==> src/rtl/axil_mmio_timer.sv <==
// AXI4-Lite slave wrapping a 32-bit free-running timer with compare/match interrupt.
// Build option AXIL_TIMER_SLVERR_EN: unmapped accesses answer SLVERR instead of OKAY.
module axil_mmio_timer #(
    parameter int ADDR_WIDTH = 16,
    parameter int DATA_WIDTH = 32
) (
    input  logic                    i_Clock,
    input  logic                    i_Reset_N,
    input  logic [ADDR_WIDTH-1:0]   s_axil_awaddr,
    input  logic                    s_axil_awvalid,
    output logic                    s_axil_awready,
    input  logic [DATA_WIDTH-1:0]   s_axil_wdata,
    input  logic [DATA_WIDTH/8-1:0] s_axil_wstrb,
    input  logic                    s_axil_wvalid,
    output logic                    s_axil_wready,
    output logic [1:0]              s_axil_bresp,
    output logic                    s_axil_bvalid,
    input  logic                    s_axil_bready,
    input  logic [ADDR_WIDTH-1:0]   s_axil_araddr,
    input  logic                    s_axil_arvalid,
    output logic                    s_axil_arready,
    output logic [DATA_WIDTH-1:0]   s_axil_rdata,
    output logic [1:0]              s_axil_rresp,
    output logic                    s_axil_rvalid,
    input  logic                    s_axil_rready,
    output logic                    o_Irq
);

    localparam int SW = DATA_WIDTH / 8;
    localparam logic [1:0] RESP_OKAY = 2'b00;
`ifdef AXIL_TIMER_SLVERR_EN
    localparam logic [1:0] RESP_UNMAPPED = 2'b10;
`else
    localparam logic [1:0] RESP_UNMAPPED = 2'b00;
`endif
    localparam logic [DATA_WIDTH-1:0] ONE = {{(DATA_WIDTH-1){1'b0}}, 1'b1};

    typedef enum logic [1:0] {
        W_IDLE      = 2'd0,
        W_HAVE_ADDR = 2'd1,
        W_HAVE_DATA = 2'd2,
        W_RESP      = 2'd3
    } w_state_e;

    typedef enum logic {
        R_IDLE = 1'b0,
        R_RESP = 1'b1
    } r_state_e;

    function automatic logic is_mapped(input logic [ADDR_WIDTH-1:0] addr);
        return (addr[ADDR_WIDTH-1:4] == '0) && (addr[1:0] == 2'b00);
    endfunction

    function automatic logic [DATA_WIDTH-1:0] merge_bytes(input logic [DATA_WIDTH-1:0] old_val,
                                                          input logic [DATA_WIDTH-1:0] new_val,
                                                          input logic [SW-1:0]         strb);
        logic [DATA_WIDTH-1:0] res;
        res = old_val;
        for (int b = 0; b < SW; b++) begin
            if (strb[b]) begin
                res[8*b +: 8] = new_val[8*b +: 8];
            end else begin
                res[8*b +: 8] = old_val[8*b +: 8];
            end
        end
        return res;
    endfunction

    w_state_e              w_state_q, w_state_d;
    r_state_e              r_state_q, r_state_d;
    logic [ADDR_WIDTH-1:0] awaddr_q;
    logic [DATA_WIDTH-1:0] wdata_q;
    logic [SW-1:0]         wstrb_q;
    logic [1:0]            bresp_q, rresp_q;
    logic [DATA_WIDTH-1:0] rdata_q;
    logic [2:0]            ctrl_q, ctrl_d;
    logic [DATA_WIDTH-1:0] count_q, count_d, compare_q, compare_d;
    logic                  status_q, status_d, irq_q;

    logic                  aw_hs_s, w_hs_s, ar_hs_s, wr_en_s, match_s, status_clr_s;
    logic [ADDR_WIDTH-1:0] wr_addr_s;
    logic [DATA_WIDTH-1:0] wr_data_s, rd_value_s;
    logic [SW-1:0]         wr_strb_s;
    logic [3:0]            wr_sel_s;

    assign aw_hs_s = s_axil_awvalid & s_axil_awready;
    assign w_hs_s  = s_axil_wvalid & s_axil_wready;
    assign ar_hs_s = s_axil_arvalid & s_axil_arready;

    // Write FSM state register.
    always_ff @(posedge i_Clock or negedge i_Reset_N) begin
        if (!i_Reset_N) begin
            w_state_q <= W_IDLE;
        end else begin
            w_state_q <= w_state_d;
        end
    end

    // Write FSM next state: AW and W may arrive together or in either order.
    always_comb begin
        w_state_d = w_state_q;
        case (w_state_q)
            W_IDLE: begin
                if (aw_hs_s && w_hs_s) w_state_d = W_RESP;
                else if (aw_hs_s)      w_state_d = W_HAVE_ADDR;
                else if (w_hs_s)       w_state_d = W_HAVE_DATA;
                else                   w_state_d = W_IDLE;
            end
            W_HAVE_ADDR: if (w_hs_s) w_state_d = W_RESP; else w_state_d = W_HAVE_ADDR;
            W_HAVE_DATA: if (aw_hs_s) w_state_d = W_RESP; else w_state_d = W_HAVE_DATA;
            W_RESP:      if (s_axil_bready) w_state_d = W_IDLE; else w_state_d = W_RESP;
            default:     w_state_d = W_IDLE;
        endcase
    end

    // Write FSM outputs; readies stay low while reset is asserted.
    always_comb begin
        s_axil_awready = 1'b0;
        s_axil_wready  = 1'b0;
        s_axil_bvalid  = 1'b0;
        case (w_state_q)
            W_IDLE: begin
                s_axil_awready = i_Reset_N;
                s_axil_wready  = i_Reset_N;
            end
            W_HAVE_ADDR: s_axil_wready  = i_Reset_N;
            W_HAVE_DATA: s_axil_awready = i_Reset_N;
            W_RESP:      s_axil_bvalid  = 1'b1;
            default:     s_axil_bvalid  = 1'b0;
        endcase
    end
    assign s_axil_bresp = bresp_q;

    // Commit strobe fires on the edge where the second of AW/W completes.
    always_comb begin
        wr_en_s   = 1'b0;
        wr_addr_s = s_axil_awaddr;
        wr_data_s = s_axil_wdata;
        wr_strb_s = s_axil_wstrb;
        case (w_state_q)
            W_IDLE:      wr_en_s = aw_hs_s & w_hs_s;
            W_HAVE_ADDR: begin
                wr_en_s   = w_hs_s;
                wr_addr_s = awaddr_q;
            end
            W_HAVE_DATA: begin
                wr_en_s   = aw_hs_s;
                wr_data_s = wdata_q;
                wr_strb_s = wstrb_q;
            end
            default:     wr_en_s = 1'b0;
        endcase
        if (wr_en_s && is_mapped(wr_addr_s)) begin
            wr_sel_s = 4'b0001 << wr_addr_s[3:2];
        end else begin
            wr_sel_s = 4'b0000;
        end
    end

    // Capture of early address/data beats and the write response code.
    always_ff @(posedge i_Clock or negedge i_Reset_N) begin
        if (!i_Reset_N) begin
            awaddr_q <= '0;
            wdata_q  <= '0;
            wstrb_q  <= '0;
            bresp_q  <= 2'b00;
        end else begin
            if (aw_hs_s) awaddr_q <= s_axil_awaddr;
            if (w_hs_s) begin
                wdata_q <= s_axil_wdata;
                wstrb_q <= s_axil_wstrb;
            end
            if (wr_en_s) bresp_q <= is_mapped(wr_addr_s) ? RESP_OKAY : RESP_UNMAPPED;
        end
    end

    // Timer next state: bus writes beat count/reload, a MATCH set beats a same-edge clear.
    always_comb begin
        match_s      = ctrl_q[0] && (count_q == compare_q);
        status_clr_s = wr_sel_s[3] && wr_strb_s[0] && wr_data_s[0];
        if (wr_sel_s[0] && wr_strb_s[0]) ctrl_d = wr_data_s[2:0];
        else                             ctrl_d = ctrl_q;
        if (wr_sel_s[1])                 count_d = merge_bytes(count_q, wr_data_s, wr_strb_s);
        else if (match_s && ctrl_q[2])   count_d = '0;
        else if (ctrl_q[0])              count_d = count_q + ONE;
        else                             count_d = count_q;
        if (wr_sel_s[2]) compare_d = merge_bytes(compare_q, wr_data_s, wr_strb_s);
        else             compare_d = compare_q;
        if (match_s)           status_d = 1'b1;
        else if (status_clr_s) status_d = 1'b0;
        else                   status_d = status_q;
    end

    // Timer register file and interrupt.
    always_ff @(posedge i_Clock or negedge i_Reset_N) begin
        if (!i_Reset_N) begin
            ctrl_q    <= 3'b000;
            count_q   <= '0;
            compare_q <= '0;
            status_q  <= 1'b0;
            irq_q     <= 1'b0;
        end else begin
            ctrl_q    <= ctrl_d;
            count_q   <= count_d;
            compare_q <= compare_d;
            status_q  <= status_d;
            irq_q     <= status_d & ctrl_d[1];
        end
    end
    assign o_Irq = irq_q;

    // Read FSM state register.
    always_ff @(posedge i_Clock or negedge i_Reset_N) begin
        if (!i_Reset_N) begin
            r_state_q <= R_IDLE;
        end else begin
            r_state_q <= r_state_d;
        end
    end

    // Read FSM next state.
    always_comb begin
        case (r_state_q)
            R_IDLE:  if (ar_hs_s) r_state_d = R_RESP; else r_state_d = R_IDLE;
            R_RESP:  if (s_axil_rready) r_state_d = R_IDLE; else r_state_d = R_RESP;
            default: r_state_d = R_IDLE;
        endcase
    end

    // Read FSM outputs.
    always_comb begin
        case (r_state_q)
            R_IDLE: begin
                s_axil_arready = i_Reset_N;
                s_axil_rvalid  = 1'b0;
            end
            R_RESP: begin
                s_axil_arready = 1'b0;
                s_axil_rvalid  = 1'b1;
            end
            default: begin
                s_axil_arready = 1'b0;
                s_axil_rvalid  = 1'b0;
            end
        endcase
    end

    // Read mux over the pre-edge register values.
    always_comb begin
        case (s_axil_araddr[3:2])
            2'd0:    rd_value_s = {{(DATA_WIDTH-3){1'b0}}, ctrl_q};
            2'd1:    rd_value_s = count_q;
            2'd2:    rd_value_s = compare_q;
            2'd3:    rd_value_s = {{(DATA_WIDTH-1){1'b0}}, status_q};
            default: rd_value_s = '0;
        endcase
    end

    // Read data is frozen at acceptance so it stays stable under back-pressure.
    always_ff @(posedge i_Clock or negedge i_Reset_N) begin
        if (!i_Reset_N) begin
            rdata_q <= '0;
            rresp_q <= 2'b00;
        end else if (ar_hs_s) begin
            rdata_q <= is_mapped(s_axil_araddr) ? rd_value_s : '0;
            rresp_q <= is_mapped(s_axil_araddr) ? RESP_OKAY : RESP_UNMAPPED;
        end else begin
            rdata_q <= rdata_q;
            rresp_q <= rresp_q;
        end
    end
    assign s_axil_rdata = rdata_q;
    assign s_axil_rresp = rresp_q;

endmodule

==> config.mk <==
export PLATFORM = sky130hd
export DESIGN_NAME = axil_mmio_timer
export DESIGN_NICKNAME = d
export VERILOG_FILES = /design/src/rtl/axil_mmio_timer.sv
export SDC_FILE = /design/constraint.sdc
export NUM_CORES = 1
export LEC_CHECK = 0
export ABC_AREA = 1
export CAP_MARGIN = 20
export CORE_MARGIN = 2
export CORE_UTILIZATION = 45
export DETAILED_ROUTE_END_ITERATION = 12
export PLACE_DENSITY = 0.67
export SLEW_MARGIN = 20
export SYNTH_ARGS = -nofsm -noshare
export SYNTH_HDL_FRONTEND = slang
export SYNTH_SLANG_ARGS = --single-unit
==> constraint.sdc <==
create_clock -name i_Clock -period 2.61 [get_ports i_Clock]
set_clock_uncertainty 0.05 [all_clocks]
set_input_delay 0.522 -clock i_Clock [delete_from_list [all_inputs] [get_ports i_Clock]]
set_output_delay 0.522 -clock i_Clock [all_outputs]
set_load 0.03 [all_outputs]
### Yosys cells after proc, flatten, opt, wreduce, memory -nomap -nowiden

Index checks and enable logic that the tools add are counted.
Widths: inputs -> output; s select.

| word-level totals | value |
|---|---|
| memory bits (read-only) | 0 |
| latch bits | 0 |
| output and inout port bits | 42 |
| bits in writable memories | 0 |
| bits in registers | 156 |
| word-level logic and storage cells | 95 |
| memories kept | 0 |
| input port bits | 75 |

| operators by class | value |
|---|---|
| $add $sub $neg | 1 |
| reductions and logical operators | 26 |
| shifts and indexed selects | 1 |
| bitwise logic cells | 6 |
| $lt $le $gt $ge | 0 |
| multipliers | 0 |
| div/mod/pow operators | 0 |
| multiplexer cells | 32 |
| equality and inequality tests | 11 |

Operators by type and width:

| cell | number |
|---|---|
| $mux 32 | 5 |
| $pmux 32 s4 | 1 |
| $add 32x1->32 const B | 1 |
| $eq 32x32->1 | 1 |
| $mux 8 | 4 |
| $logic_not 12->1 | 2 |
| $mux 16 | 1 |
| $reduce_and 2->1 | 8 |
| $mux 2 | 6 |
| $logic_and 1x1->1 | 9 |
| $eq 2x2->1 const B | 4 |
| $logic_not 2->1 | 4 |
| $mux 1 | 8 |
| $mux 4 | 2 |
| $ne 2x2->1 const B | 4 |
| $pmux 2 s4 | 1 |
| $pmux 1 s2 | 3 |
| $and 1x1->1 | 5 |
| $eq 2x1->1 const B | 2 |
| $reduce_or 2->1 | 2 |
| $shl 1x2->4 const A | 1 |
| $pmux 1 s3 | 1 |
| $reduce_bool 3->1 | 1 |
| $not 1->1 | 1 |

### Logic depth before layout (Yosys ltp)

Gate-level depths: netlist of run 1.

| logic depth | value |
|---|---|
| depth after elaboration | 13 |
| mapped depth | 13 |

### Least setup slack after synthesis of run 1

OpenSTA, ideal clock, no wires.

| timing path | value |
|---|---|
| kind | input to register |
| from | in i_Reset_N |
| to | reg compare_q[10] |
| data arrival time | 2.115 ns |
| setup slack | 0.319 ns |
| required time | 2.434 ns |
| cell stages on the path | 11 |
| buffers on the path | 2 |
| cells stage by stage | inv_1 > nor2_1 > nand2_1 > buf_2 > nor2_1 > nor2_1 > nor2_2 > nand3_4 > nor2_4 > buf_6 > o21ai_0 |

| on the way | value |
|---|---|
| word-level cells in the longest chain between the ends | 7 |

RTL lines:

| item | RTL line | RTL |
|---|---|---|
| start: declaration | 8 | `input logic i_Reset_N,` |
| $mux 1 (*) | 121 | `case (w_state_q)` |
| named net s_axil_wready | 15 | `output logic s_axil_wready,` |
| $and 1x1->1 (*) | 87 | `assign w_hs_s = s_axil_wvalid & s_axil_wready;` |
| $and 1x1->1 | 141 | `W_IDLE: wr_en_s = aw_hs_s & w_hs_s;` |
| $pmux 1 s3 (*) | 140 | `case (w_state_q)` |
| $logic_and 1x1->1 (*) | 153 | `if (wr_en_s && is_mapped(wr_addr_s)) begin` |
| $mux 4 (*) | 153 |  |
| $reduce_and 2->1 (no source line) (*) | - |  |
| end signal: assignment | 205 | `compare_q <= compare_d;` |
| end: declaration | 77 | `logic [DATA_WIDTH-1:0] count_q, count_d, compare_q, compare_d;` |

Mark *: on every way through the listed nets, which the timed path passes. The rest lies on a longest branch.
A chain may end at the register's enable or synchronous reset.

### Worst setup path after layout of run 1

| timing path | value |
|---|---|
| from | reg count_q[0] |
| to | reg count_q[30] |

| on the way | value |
|---|---|
| word-level cells in the longest chain between the ends | 5 |

RTL lines:

| item | RTL line | RTL |
|---|---|---|
| start: declaration | 77 |  |
| start signal: assignment | 204 | `count_q <= count_d;` |
| branches (longest 5 deep; another with $add 32x1->32) | - |  |

Several ways; the timed one is not identified. The select of a mux whose other input is x is not followed.

==> results.md, run 1 <==
Status:
- The flow ran to the end, and the final reports show no timing, DRC or antenna violations.

Logic synthesis:
- Yosys attributes the largest share of cell area to dfrtp_1 (43%), nand2_1 (15%), nor2_1 (8.4%).
- dfrtp_1 takes more of the synthesized area than any other cell.
- Sequential elements use approximately 43% of the synthesized area.
- The number of enable-type register cells in the synthesized netlist is 0.
- In this run, synthesis produced a sequential element count of 156.
- The synthesized area per cell is just under 7 um^2.
- The prevailing post-synth register cell is dfrtp_1.
- The fraction of synthesized cell area taken by the top area cell type is roughly 43%.
- The combined area of all synthesized cells is between 9000 and 10000 um^2.
- The cell count after synthesis came out at ~1300.
- The proportion of synthesized flip-flops having asynchronous set or reset is 100%.
- The yosys synthesis warning count is 0.
- Synthesis instantiated 36 different standard cells from the library.

Floorplan:
- In this run the horizontal extent of the chip is approximately 150 um.
- The area of the core is between 15000 and 20000 um^2.
- The overall die height is 146 um.
- The count of pins on the block boundary is ~120.
- The floorplan step defined a die boundary enclosing around 21000 um^2.
- For this configuration, the core starts out at a cell density of 46.2%.
- The cell row count is a little over 50.

Clocking:
- The number of clock buffers inserted by TritonCTS is 17.
- The hold-fix buffer count after cts is 1.
- TritonCTS built the clock tree.
- No sink is reached through more buffers than the 2 on the longest clock path.
- The later pin in the worst-skew pair is clocked with a latency of around 0.43 ns.
- The H-tree was split into 4 levels.
- Clock tree synthesis found a total of 156 sinks.
- In this run the clock root is driven by a clkbuf_16.
- The number of setup buffers added after CTS is 0.
- The number of resized instances in the post-cts repair step is 0.
- The clock-pin slew of the registers on the worst-case setup and hold paths is 0.06 ns.

STA:
- After layout, the worst path uses about nine tenths of the clock period.
- After layout, the minimum clock period comes to ~2.3 ns.
- Based on the critical path, the design can be clocked at up to between 0.4 and 0.5 GHz.
- The count of final setup violators is 0.
- The relative slew slack is 41.9%.
- The number of slew-limit violations in the final report is 0.
- Adding up every negative setup slack in the final design gives 0 ns.
- The hold violation count in the final report came to 0.
- Setup repair after global routing left no endpoint under its margin.
- On the final layout, the worst hold slack is slightly below 0.4 ns.
- For the pin with the worst max-slew slack, the measured transition is 0.872 ns.

Critical path:
- The type of element launching the critical path is a register.
- In this run the worst path has a maximum fanout of 6.
- STA classifies the critical path endpoint as a register.
- The start of the worst register-to-register path is count_q[0]$_DFFE_PN0P_.
- The endpoint identified for the worst register-to-register timing path is count_q[30]$_DFFE_PN0P_.
- The arrival time of data at the critical path endpoint is about 2.6 ns.
- The most critical setup path has its startpoint at count_q[0]$_DFFE_PN0P_.
- The required time reported for the critical path endpoint is 2.92 ns.
- Following the worst setup path forward leads to its endpoint at count_q[30]$_DFFE_PN0P_.
- Counting cells, the worst reg-to-reg path comes to 12.
- The internal reg-to-reg setup slack is between 0.2 and 0.3 ns.
- The worst setup path is of the register to register kind.

Cells and area:
- Leaving out fill and tap cells, the most frequent cell in the layout is nand2_1.
- The layout has around 1900 filler cells.
- The fraction of layout instances using a drive strength above 1 is under 10%.
- In the layout the commonest cells are nand2_1 (363), nor2_1 (202), inv_1 (182).
- The net count of the finished layout is between 1000 and 1500.
- Relative to the synthesized area, the layout overhead comes to 22.1%.
- 0 antenna diodes ended up in the layout.

Global routing:
- The overflow left after global routing is 0.
- Entering global routing, the biggest net connects roughly 160 pins.
- The number of antenna violations at the first check in global routing is 0.
- The number of global-route vias before repair is 7853.
- The global-route wire length before repair is ~40000 um.
- For this run, the total global-route usage over all layers was measured as a little under a quarter.

Power:
- The maximum vdd drop is between 0.0004 and 0.0005 V.
- The analysis attributes to cell leakage a power of 5.59 nW.
- For this design the ratio of total power to cell area is between 700 and 800 nW/um^2.

Route:
- The number of optimization iterations in the first detailed-route pass is 5.
- The final routed wirelength across all metal layers is 23800 um.
- The remaining antenna violation count is 0.
- The first routing iteration left 640 violations.
- In the final routed layout, each cell accounts on average for between 10 and 15 um.
- The detail-routed via count per cell is ~5.
- The detailed router placed 8500 vias in this run.
- The number of DRC violations after detailed routing is 0.

Place:
- The final weighted congestion in routability-driven placement is 0.935.
- The count of port buffers added during placement is between 100 and 150.
- After legalization and detailed placement, the total HPWL measured ~18000 um.

Worst hold path:
- In this run the worst hold path is classified as input pin to async pin.

Job:
- Max-cap violations in this run came to 0.
power breakdown:
part           switching [mW]  leakage, nW  internal, mW
clock                    1.01        0.279          1.45
combinational            1.65         3.41         0.896
sequential              0.367         1.90          2.92
layer usage:
metal | GRT usage [%] | share of wire [%]
met1 | 36.2 | 50
met2 | 32.8 | 42
met3 | 3.73 | 6.1
met4 | 7.01 | 1.8
met5 | 0 | 0
kinds of logic after synthesis:
logic type               after synthesis  synth area share, %
AND/OR/NAND/NOR                      678                 30.8
buffers and inverters                244                 11.1
AO/OA/AOI/OAI                        209                 12.2
flip-flops                           156                 43.1
XOR/XNOR                              20                 1.94
multiplexers                           5                0.622
adder cells (fa/ha/maj)                1                0.138
other                                  1               0.0414
Yosys cell counts, types with 2 or more instances:
cell type,n
clkbuf_1,29
nor2_4,5
o22ai_1,31
nand4_1,26
mux2_2,5
inv_1,182
and2_1,3
a21oi_1,41
a31oi_1,5
buf_4,4
dfrtp_1,156
nor3_1,7
o21ai_0,119
buf_2,9
clkbuf_2,2
o21ai_1,9
inv_2,6
buf_1,4
buf_6,8
nand3_1,56
nand2_1,365
xor2_1,20
nor2_1,202
nand2_2,8
worst max-delay path, cell delays in order, from the launching register on:
cell     delay, ns
dfrtp_1       0.47
ha_1          0.35
nand2_1       0.11
nor3_1        0.18
buf_4         0.17
inv_1         0.04
nor2_1        0.30
nand3_1       0.13
nand2_1       0.09
inv_1         0.04
nor2_1        0.09
nand2_1       0.07
a21oi_1       0.16
worst min-delay path by stage:
stage | cells past startpoint | endpoint | slack, ns | start
detailed placement | 1 | w_state_q[0]$_DFF_PN0_ | 0.27 | i_Reset_N
finish | 2 | w_state_q[0]$_DFF_PN0_ | 0.39 | i_Reset_N
global route | 2 | w_state_q[1]$_DFF_PN0_ | 0.38 | i_Reset_N
global placement | 1 | w_state_q[0]$_DFF_PN0_ | 0.27 | i_Reset_N
floorplan | 0 | awaddr_q[0]$_DFFE_PN0N_ | 0.18 | i_Reset_N
CTS | 2 | w_state_q[0]$_DFF_PN0_ | 0.38 | i_Reset_N
per-stage QoR:
stage          area (um^2)  instances  utilization, %  total power [mW]  setup slack [ns]
6_report             11000       1697            56.4              8.31             0.287
3_5_place_dp         10500       1665            53.4              5.82            0.0526
2_1_floorplan         9060       1317               -              4.84             0.319
5_1_grt              11000       1697            56.4              8.82             0.107
3_3_place_gp         10500       1665            53.4              5.78             0.123
4_1_cts              11000       1697            56.4              8.30             0.303
flip-flops by register name, indices dropped and copies added, names as in the netlist:
name / cells
status_q: 1
count_q: 32
r_state_q: 1
wdata_q: 32
w_state_q: 2
wstrb_q: 4
ctrl_q: 3
compare_q: 32
awaddr_q: 16
o_Irq: 1
s_axil_rdata: 32
layout make-up:
cell class / count / area (um^2) / area share [%]
well taps: 265 / 332 / 3.00
inverters: 188 / 706 / 6.39
flip-flops and latches: 156 / 3900 / 35.4
clock buffers: 21 / 460 / 4.17
clock inverters: 10 / 116 / 1.05
repair buffers: 140 / 1370 / 12.4
multi-input cells: 917 / 4160 / 37.7
Note: power is estimated with default switching activity, not from simulation.
==> run 2, diff against run 1 <==
--- a/config.mk
+++ b/config.mk
@@ -10,6 +10,7 @@
 export CORE_MARGIN = 2
 export CORE_UTILIZATION = 45
 export DETAILED_ROUTE_END_ITERATION = 12
+export HOLD_SLACK_MARGIN = 0.02
 export PLACE_DENSITY = 0.67
 export SLEW_MARGIN = 20
 export SYNTH_ARGS = -nofsm -noshare
==> results of run 2 <==
The final DEF is identical to that of run 1; final timing and power are the same.
==> run 3, diff against run 2 <==
--- a/config.mk
+++ b/config.mk
@@ -12,6 +12,7 @@
 export DETAILED_ROUTE_END_ITERATION = 12
 export HOLD_SLACK_MARGIN = 0.02
 export PLACE_DENSITY = 0.67
+export SETUP_SLACK_MARGIN = 0.02
 export SLEW_MARGIN = 20
 export SYNTH_ARGS = -nofsm -noshare
 export SYNTH_HDL_FRONTEND = slang
==> results of run 3 <==
The final DEF is identical to that of run 1; final timing and power are the same.
